### src/rtl/uart_rx_fifo.sv
// uart_rx_fifo: 16x-oversampled UART receiver (8-N-1) feeding a show-ahead receive FIFO.
// Optional macro UART_RX_PARITY_EN: 8-E-1 frames plus a parity_err_o pulse output.
module uart_rx_fifo #(
  parameter int BAUD_DIV   = 43,
  parameter int OVERSAMPLE = 16,
  parameter int FIFO_DEPTH = 4
) (
  input  logic       clk_i,
  input  logic       arst_i,
  input  logic       rx_i,
  input  logic       rd_i,
  output logic [7:0] rdata_o,
  output logic       rvalid_o,
  output logic       frame_err_o,
  output logic       overrun_o,
`ifdef UART_RX_PARITY_EN
  output logic       parity_err_o,
`endif
  output logic       busy_o
);

  localparam int BW = $clog2(BAUD_DIV);
  localparam int OW = $clog2(OVERSAMPLE);
  localparam int AW = $clog2(FIFO_DEPTH);

  typedef enum logic [2:0] {
    S_IDLE,
    S_START,
    S_DATA,
    S_PARITY,
    S_STOP
  } state_e;

  state_e          state_q, state_d;
  logic            rx_meta_q, rx_s_q, rx_prev_q;
  logic [BW-1:0]   baud_cnt_q, baud_cnt_d;
  logic [OW-1:0]   os_cnt_q, os_cnt_d;
  logic [2:0]      bit_idx_q, bit_idx_d;
  logic [7:0]      shift_q, shift_d;
`ifdef UART_RX_PARITY_EN
  logic            parity_q, parity_d;
  logic            parity_err_q, perr_d;
`endif
  logic            frame_err_q, ferr_d;
  logic            overrun_q, ovr_d;
  logic            tick, sample, fall, push_req;

  logic [7:0]      mem_q [FIFO_DEPTH];
  logic [AW-1:0]   wr_ptr_q, wr_ptr_d, rd_ptr_q, rd_ptr_d;
  logic [AW:0]     count_q, count_d;
  logic            do_push, do_pop, full;

  always_comb begin
    tick   = (baud_cnt_q == BW'(BAUD_DIV - 1));
    sample = tick && (os_cnt_q == OW'(OVERSAMPLE / 2 - 1));
    fall   = rx_prev_q && !rx_s_q;
  end

  // NOTE: every output of this block is assigned a default first, so no path leaves a latch.
  always_comb begin
    state_d    = state_q;
    baud_cnt_d = tick ? '0 : baud_cnt_q + 1'b1;
    os_cnt_d   = os_cnt_q;
    bit_idx_d  = bit_idx_q;
    shift_d    = shift_q;
    push_req   = 1'b0;
    ferr_d     = 1'b0;
`ifdef UART_RX_PARITY_EN
    parity_d   = parity_q;
    perr_d     = 1'b0;
`endif
    if (tick) begin
      os_cnt_d = (os_cnt_q == OW'(OVERSAMPLE - 1)) ? '0 : os_cnt_q + 1'b1;
    end
    case (state_q)
      S_IDLE: begin
        if (fall) begin
          state_d    = S_START;
          baud_cnt_d = '0;
          os_cnt_d   = '0;
        end
      end
      S_START: begin
        if (sample) begin
          state_d   = rx_s_q ? S_IDLE : S_DATA;
          bit_idx_d = '0;
        end
      end
      S_DATA: begin
        if (sample) begin
          shift_d   = {rx_s_q, shift_q[7:1]};
          bit_idx_d = bit_idx_q + 1'b1;
          if (bit_idx_q == 3'd7) begin
`ifdef UART_RX_PARITY_EN
            state_d = S_PARITY;
`else
            state_d = S_STOP;
`endif
          end
        end
      end
      S_PARITY: begin
        if (sample) begin
`ifdef UART_RX_PARITY_EN
          parity_d = rx_s_q;
`endif
          state_d  = S_STOP;
        end
      end
      S_STOP: begin
        if (sample) begin
          state_d = S_IDLE;
          if (!rx_s_q) begin
            ferr_d = 1'b1;
`ifdef UART_RX_PARITY_EN
          end else if (^{shift_q, parity_q}) begin
            perr_d = 1'b1;
`endif
          end else begin
            push_req = 1'b1;
          end
        end
      end
      default: state_d = S_IDLE;
    endcase
  end

  always_comb begin
    full     = (count_q == (AW + 1)'(FIFO_DEPTH));
    do_pop   = rd_i && (count_q != '0);
    do_push  = push_req && (!full || do_pop);
    ovr_d    = push_req && full && !do_pop;
    wr_ptr_d = do_push ? wr_ptr_q + 1'b1 : wr_ptr_q;
    rd_ptr_d = do_pop ? rd_ptr_q + 1'b1 : rd_ptr_q;
    count_d  = count_q;
    if (do_push && !do_pop) count_d = count_q + 1'b1;
    if (do_pop && !do_push) count_d = count_q - 1'b1;
  end

  always_ff @(posedge clk_i or posedge arst_i) begin
    if (arst_i) begin
      rx_meta_q    <= 1'b1;
      rx_s_q       <= 1'b1;
      rx_prev_q    <= 1'b1;
      state_q      <= S_IDLE;
      baud_cnt_q   <= '0;
      os_cnt_q     <= '0;
      bit_idx_q    <= '0;
      shift_q      <= '0;
`ifdef UART_RX_PARITY_EN
      parity_q     <= 1'b0;
      parity_err_q <= 1'b0;
`endif
      frame_err_q  <= 1'b0;
      overrun_q    <= 1'b0;
      wr_ptr_q     <= '0;
      rd_ptr_q     <= '0;
      count_q      <= '0;
      // NOTE: the buffer is reset too, because rdata_o reads the head entry directly and must be 0 out of reset.
      for (int i = 0; i < FIFO_DEPTH; i++) mem_q[i] <= '0;
    end else begin
      rx_meta_q    <= rx_i;
      rx_s_q       <= rx_meta_q;
      rx_prev_q    <= rx_s_q;
      state_q      <= state_d;
      baud_cnt_q   <= baud_cnt_d;
      os_cnt_q     <= os_cnt_d;
      bit_idx_q    <= bit_idx_d;
      shift_q      <= shift_d;
`ifdef UART_RX_PARITY_EN
      parity_q     <= parity_d;
      parity_err_q <= perr_d;
`endif
      frame_err_q  <= ferr_d;
      overrun_q    <= ovr_d;
      wr_ptr_q     <= wr_ptr_d;
      rd_ptr_q     <= rd_ptr_d;
      count_q      <= count_d;
      if (do_push) mem_q[wr_ptr_q] <= shift_q;
    end
  end

  assign rdata_o     = mem_q[rd_ptr_q];
  assign rvalid_o    = (count_q != '0);
  assign frame_err_o = frame_err_q;
  assign overrun_o   = overrun_q;
  assign busy_o      = (state_q != S_IDLE);
`ifdef UART_RX_PARITY_EN
  assign parity_err_o = parity_err_q;
`endif

endmodule
### config.mk
export PLATFORM = sky130hd
export DESIGN_NAME = uart_rx_fifo
export DESIGN_NICKNAME = d
export VERILOG_FILES = /design/src/rtl/uart_rx_fifo.sv
export SDC_FILE = /design/constraint.sdc
export NUM_CORES = 1
export LEC_CHECK = 0
export BUFFER_PORTS_ARGS = -buffer_cell sky130_fd_sc_hd__buf_2
export CORE_ASPECT_RATIO = 2
export CORE_MARGIN = 5
export CORE_UTILIZATION = 35
export CTS_CLUSTER_SIZE = 8
export DETAILED_ROUTE_END_ITERATION = 8
export PLACE_DENSITY = 0.55
export SYNTH_ARGS = -nofsm -noshare
export SYNTH_HDL_FRONTEND = slang
export SYNTH_SLANG_ARGS = --single-unit
export TNS_END_PERCENT = 30
### constraint.sdc
create_clock -name clk_i -period 4.3 [get_ports clk_i]
set_clock_uncertainty 0.15 [all_clocks]
set_input_delay 0.86 -clock clk_i [delete_from_list [all_inputs] [get_ports clk_i]]
set_output_delay 0.86 -clock clk_i [all_outputs]
set_load 0.01 [all_outputs]
==> summary.md <==
| Metric | Value |
|---|---|
| Sw Ratio | `25.0%` |
| Synth Instances | `226` |
| Commonest non-fill, non-tap cell in the layout | `dfrtp_1` |
| Final GP Congestion | `0.757` |
| Clock network power share | `45.4%` |
| Initial drt markers | `73` |
| Register area share after synthesis | `54.6%` |
| Drc violations | `0` |
| Least-Margin Pin Slew | `0.683 ns` |
| Worst r2r src | `count_q[0]$_DFFE_PP0P_` |
| Final Instance Count excl. Fillers | `350` |
| Die Y-Extent | `144 um` |
| Internal Dissipation | `0.00140 W` |
| Via count of the routed design | `1782` |
| Leakage | `1.74 nW` |
| Ant. Diodes | `0` |
| Tmin final | `2.82 ns` |
| Initial antenna violation count | `0` |
| Initial Util | `35.9%` |
| Share of cells above drive strength 1 | `36.8%` |
| CTS clk-pin slew, worst paths | `0.05 ns` |
| Full die area | `0.0110 mm2` |
| Pre-antenna DRT Iters | `3` |
| Clk sinks | `68` |
| Worst path required time | `3.29 ns` |
| Hold WC Path Type | `reg -> reg` |
| Critical Path Start | `rd_ptr_q[0]$_DFFE_PP0P_` |
| Site Rows | `48` |
| Routed wl met3 | `157 um` |
| Synthesized Nets | `241` |
| Setup violations, final | `0` |
| Cell Area, Synth | `0.00312 mm2` |
| Detailed placer's ending HPWL | `4.03 mm` |
| Deepest clock path buffer count | `2` |
| Most frequent cells in the layout | `dfrtp_1, mux2_2, buf_2` |
| Area Overhead vs Synth | `16.4%` |
| Largest net degree at the start of global routing | `37` |
| Wire per inst | `16.2 um` |
| Slew margin rel. | `54.4%` |
| Hold endpoint | `rx_s_q$_DFF_PP1_` |
| Fin nets | `260` |
| Flop pwr share | `43.1%` |
| Hold-fix buffers, CTS | `0` |
| Total track usage | `11.6%` |
| WP data arrival | `1.81 ns` |
| Avg Cell Area, Syn | `13.8 um2` |
| Power share of the combinational group | `11.5%` |
| Antenna Nets Post-Route | `0` |
| Synth cell types | `46` |
| Core area | `0.00871 mm2` |
| Clock latency on the worst-skew pair | `0.32 ns` |
| Via density | `5.09` |
| R2R cell count | `9` |
| Min-Delay Startpoint | `rx_meta_q$_DFF_PP1_` |
| Post-route setup TNS | `0 ns` |
| Cell depth of the worst hold path | `0` |
| Crit-path max FO | `10` |
| Peak VDD IR | `0.000202 V` |
| Total of max-cap violations | `0` |
| Dpl cells | `334` |
| Kind of critical path | `reg -> out` |
| Final period util | `65.7%` |
| FF-to-FF End | `count_q[2]$_DFFE_PP0P_` |
| RSZ-0062 raised after global routing | `false` |
| Die width | `76.8 um` |
| Gr ovfl total | `0` |
| Fmax | `354 MHz` |
| CTS tree | `done` |
| Ys Warns | `0` |
| Total wire length | `5.66 mm` |
| Register Area | `0.00171 mm2` |
| Number of CTS-inserted buffers | `9` |
| Number of global-route vias before repair | `2004` |
| Number of buffers added for setup after CTS | `0` |
| FILL cells | `809` |
| Final Max Slew Viols | `0` |
| Fin. Hold Viols | `0` |
| WL met1 | `2.24 mm` |
| Reg2reg setup slack | `1.73 ns` |
| Critical path endpoint category | `primary output` |
| Switch Pwr | `0.000465 W` |
| Number of I/O port buffers | `15` |
| CTS root buf | `clkbuf_16` |
| Metal2 WL | `3.11 mm` |
| Top layer in use | `met4` |
| FF+latch count, synth | `68` |
| PwrDens | `512 mW/mm2` |
| H-tree Lvls | `3` |
| Crit start category | `flip-flop` |
| Post-cts resize count | `0` |
| First-pass GRT wire length | `9.92 mm` |
| Status | `complete, no violations` |
| Multi-input gate area | `0.00133 mm2` |
| Top Ports | `16` |
| Final Power | `0.00186 W` |
## synthesized netlist by cell type (all sizes together)
cell type | count | area share (%)
nand3b | 1 | 0.24
a22oi | 2 | 0.48
and2 | 1 | 0.20
mux4 | 8 | 5.8
nand2 | 11 | 1.3
or3b | 1 | 0.28
buf | 5 | 1.1
mux2i | 3 | 0.96
nor4b | 1 | 0.28
dfrtp | 65 | 52
a311oi | 1 | 0.28
o2bb2ai | 3 | 0.84
nor2b | 1 | 0.20
ha | 10 | 4.0
dfstp | 3 | 2.5
a311o | 1 | 0.32
nand3 | 2 | 0.32
fa | 1 | 0.64
a31oi | 1 | 0.20
and4b | 1 | 0.32
clkbuf | 3 | 0.36
nor3 | 4 | 1.0
and3 | 4 | 0.80
xor2 | 5 | 1.4
or3 | 2 | 0.40
o21ai | 1 | 0.16
nor2 | 12 | 1.4
a31o | 1 | 0.28
nor4 | 2 | 0.88
mux2 | 41 | 15
a21oi | 2 | 0.32
xnor2 | 6 | 1.7
nand4b | 1 | 0.28
or4b | 2 | 0.76
o22ai | 1 | 0.20
nand4 | 1 | 0.20
inv | 11 | 1.3
nand4bb | 1 | 0.36
a32o | 1 | 0.32
or2 | 2 | 0.48
o21bai | 1 | 0.24
## worst max-delay path by stage
stage | endpoint | slack (ns) | cells after the start
floorplan | count_q[2]$_DFFE_PP0P_ | 1.45 | 9
global placement | count_q[2]$_DFFE_PP0P_ | 1.25 | 10
detailed placement | count_q[2]$_DFFE_PP0P_ | 1.21 | 10
CTS | rdata_o[4] | 1.38 | 2
global route | rdata_o[6] | 1.34 | 2
finish | rdata_o[4] | 1.48 | 2
## worst max-delay path: stages (launching register included)
cell	delay [ns]
dfrtp_1	0.75
mux4_2	0.58
buf_2	0.15
## layout make-up
class                   count  area share, %
inverters                  11           1.14
multi-input cells         139           36.6
well taps                 100           3.44
clock buffers              10           6.57
flip-flops and latches     68           46.9
clock inverters             6           3.06
repair buffers             16           2.27
## per-stage QoR
stage	hold WS [ns]	instance area (um2)	utilization, %	setup WS (ns)
after CTS	0.212	3640	41.8	1.38
after detailed placement	0.201	3290	37.7	1.21
after global placement	0.197	3290	37.7	1.25
after global routing	0.215	3640	41.8	1.34
final	0.210	3640	41.8	1.48
after floorplan	0.195	3120	-	1.45
## power groups by stage
stage               Sequential, W  Combinational, W  Clock, W
global route             0.000819          0.000244  0.000899
CTS                      0.000808          0.000220  0.000867
floorplan                0.000749          0.000223         0
finish                   0.000803          0.000213  0.000845
global placement         0.000816          0.000212         0
detailed placement       0.000819          0.000220         0
## flip-flops by register name, summed over array words and instances (netlist names)
name / count
shift_q: 8
wr_ptr_q: 2
rx_s_q: 1
mem_q: 32
bit_idx_q: 3
baud_cnt_q: 6
rx_prev_q: 1
count_q: 3
overrun_o: 1
os_cnt_q: 4
rx_meta_q: 1
state_q: 3
frame_err_o: 1
rd_ptr_q: 2
## logic make-up after synthesis
kind of cell | Yosys count | share of synthesized area, %
AO/OA/AOI/OAI | 15 | 3.64
XOR/XNOR | 11 | 3.08
adder cells (fa/ha/maj) | 11 | 4.65
buffers and inverters | 19 | 2.76
flip-flops | 68 | 54.6
multiplexers | 52 | 21.5
AND/OR/NAND/NOR | 50 | 9.77
## metal layers
metal,up-vias,track usage (%)
met1,902,12.8
met5,-,0
met2,23,20.1
li1,847,-
met4,0,6.27
met3,10,3.01
(Power assumes the default switching activity.)
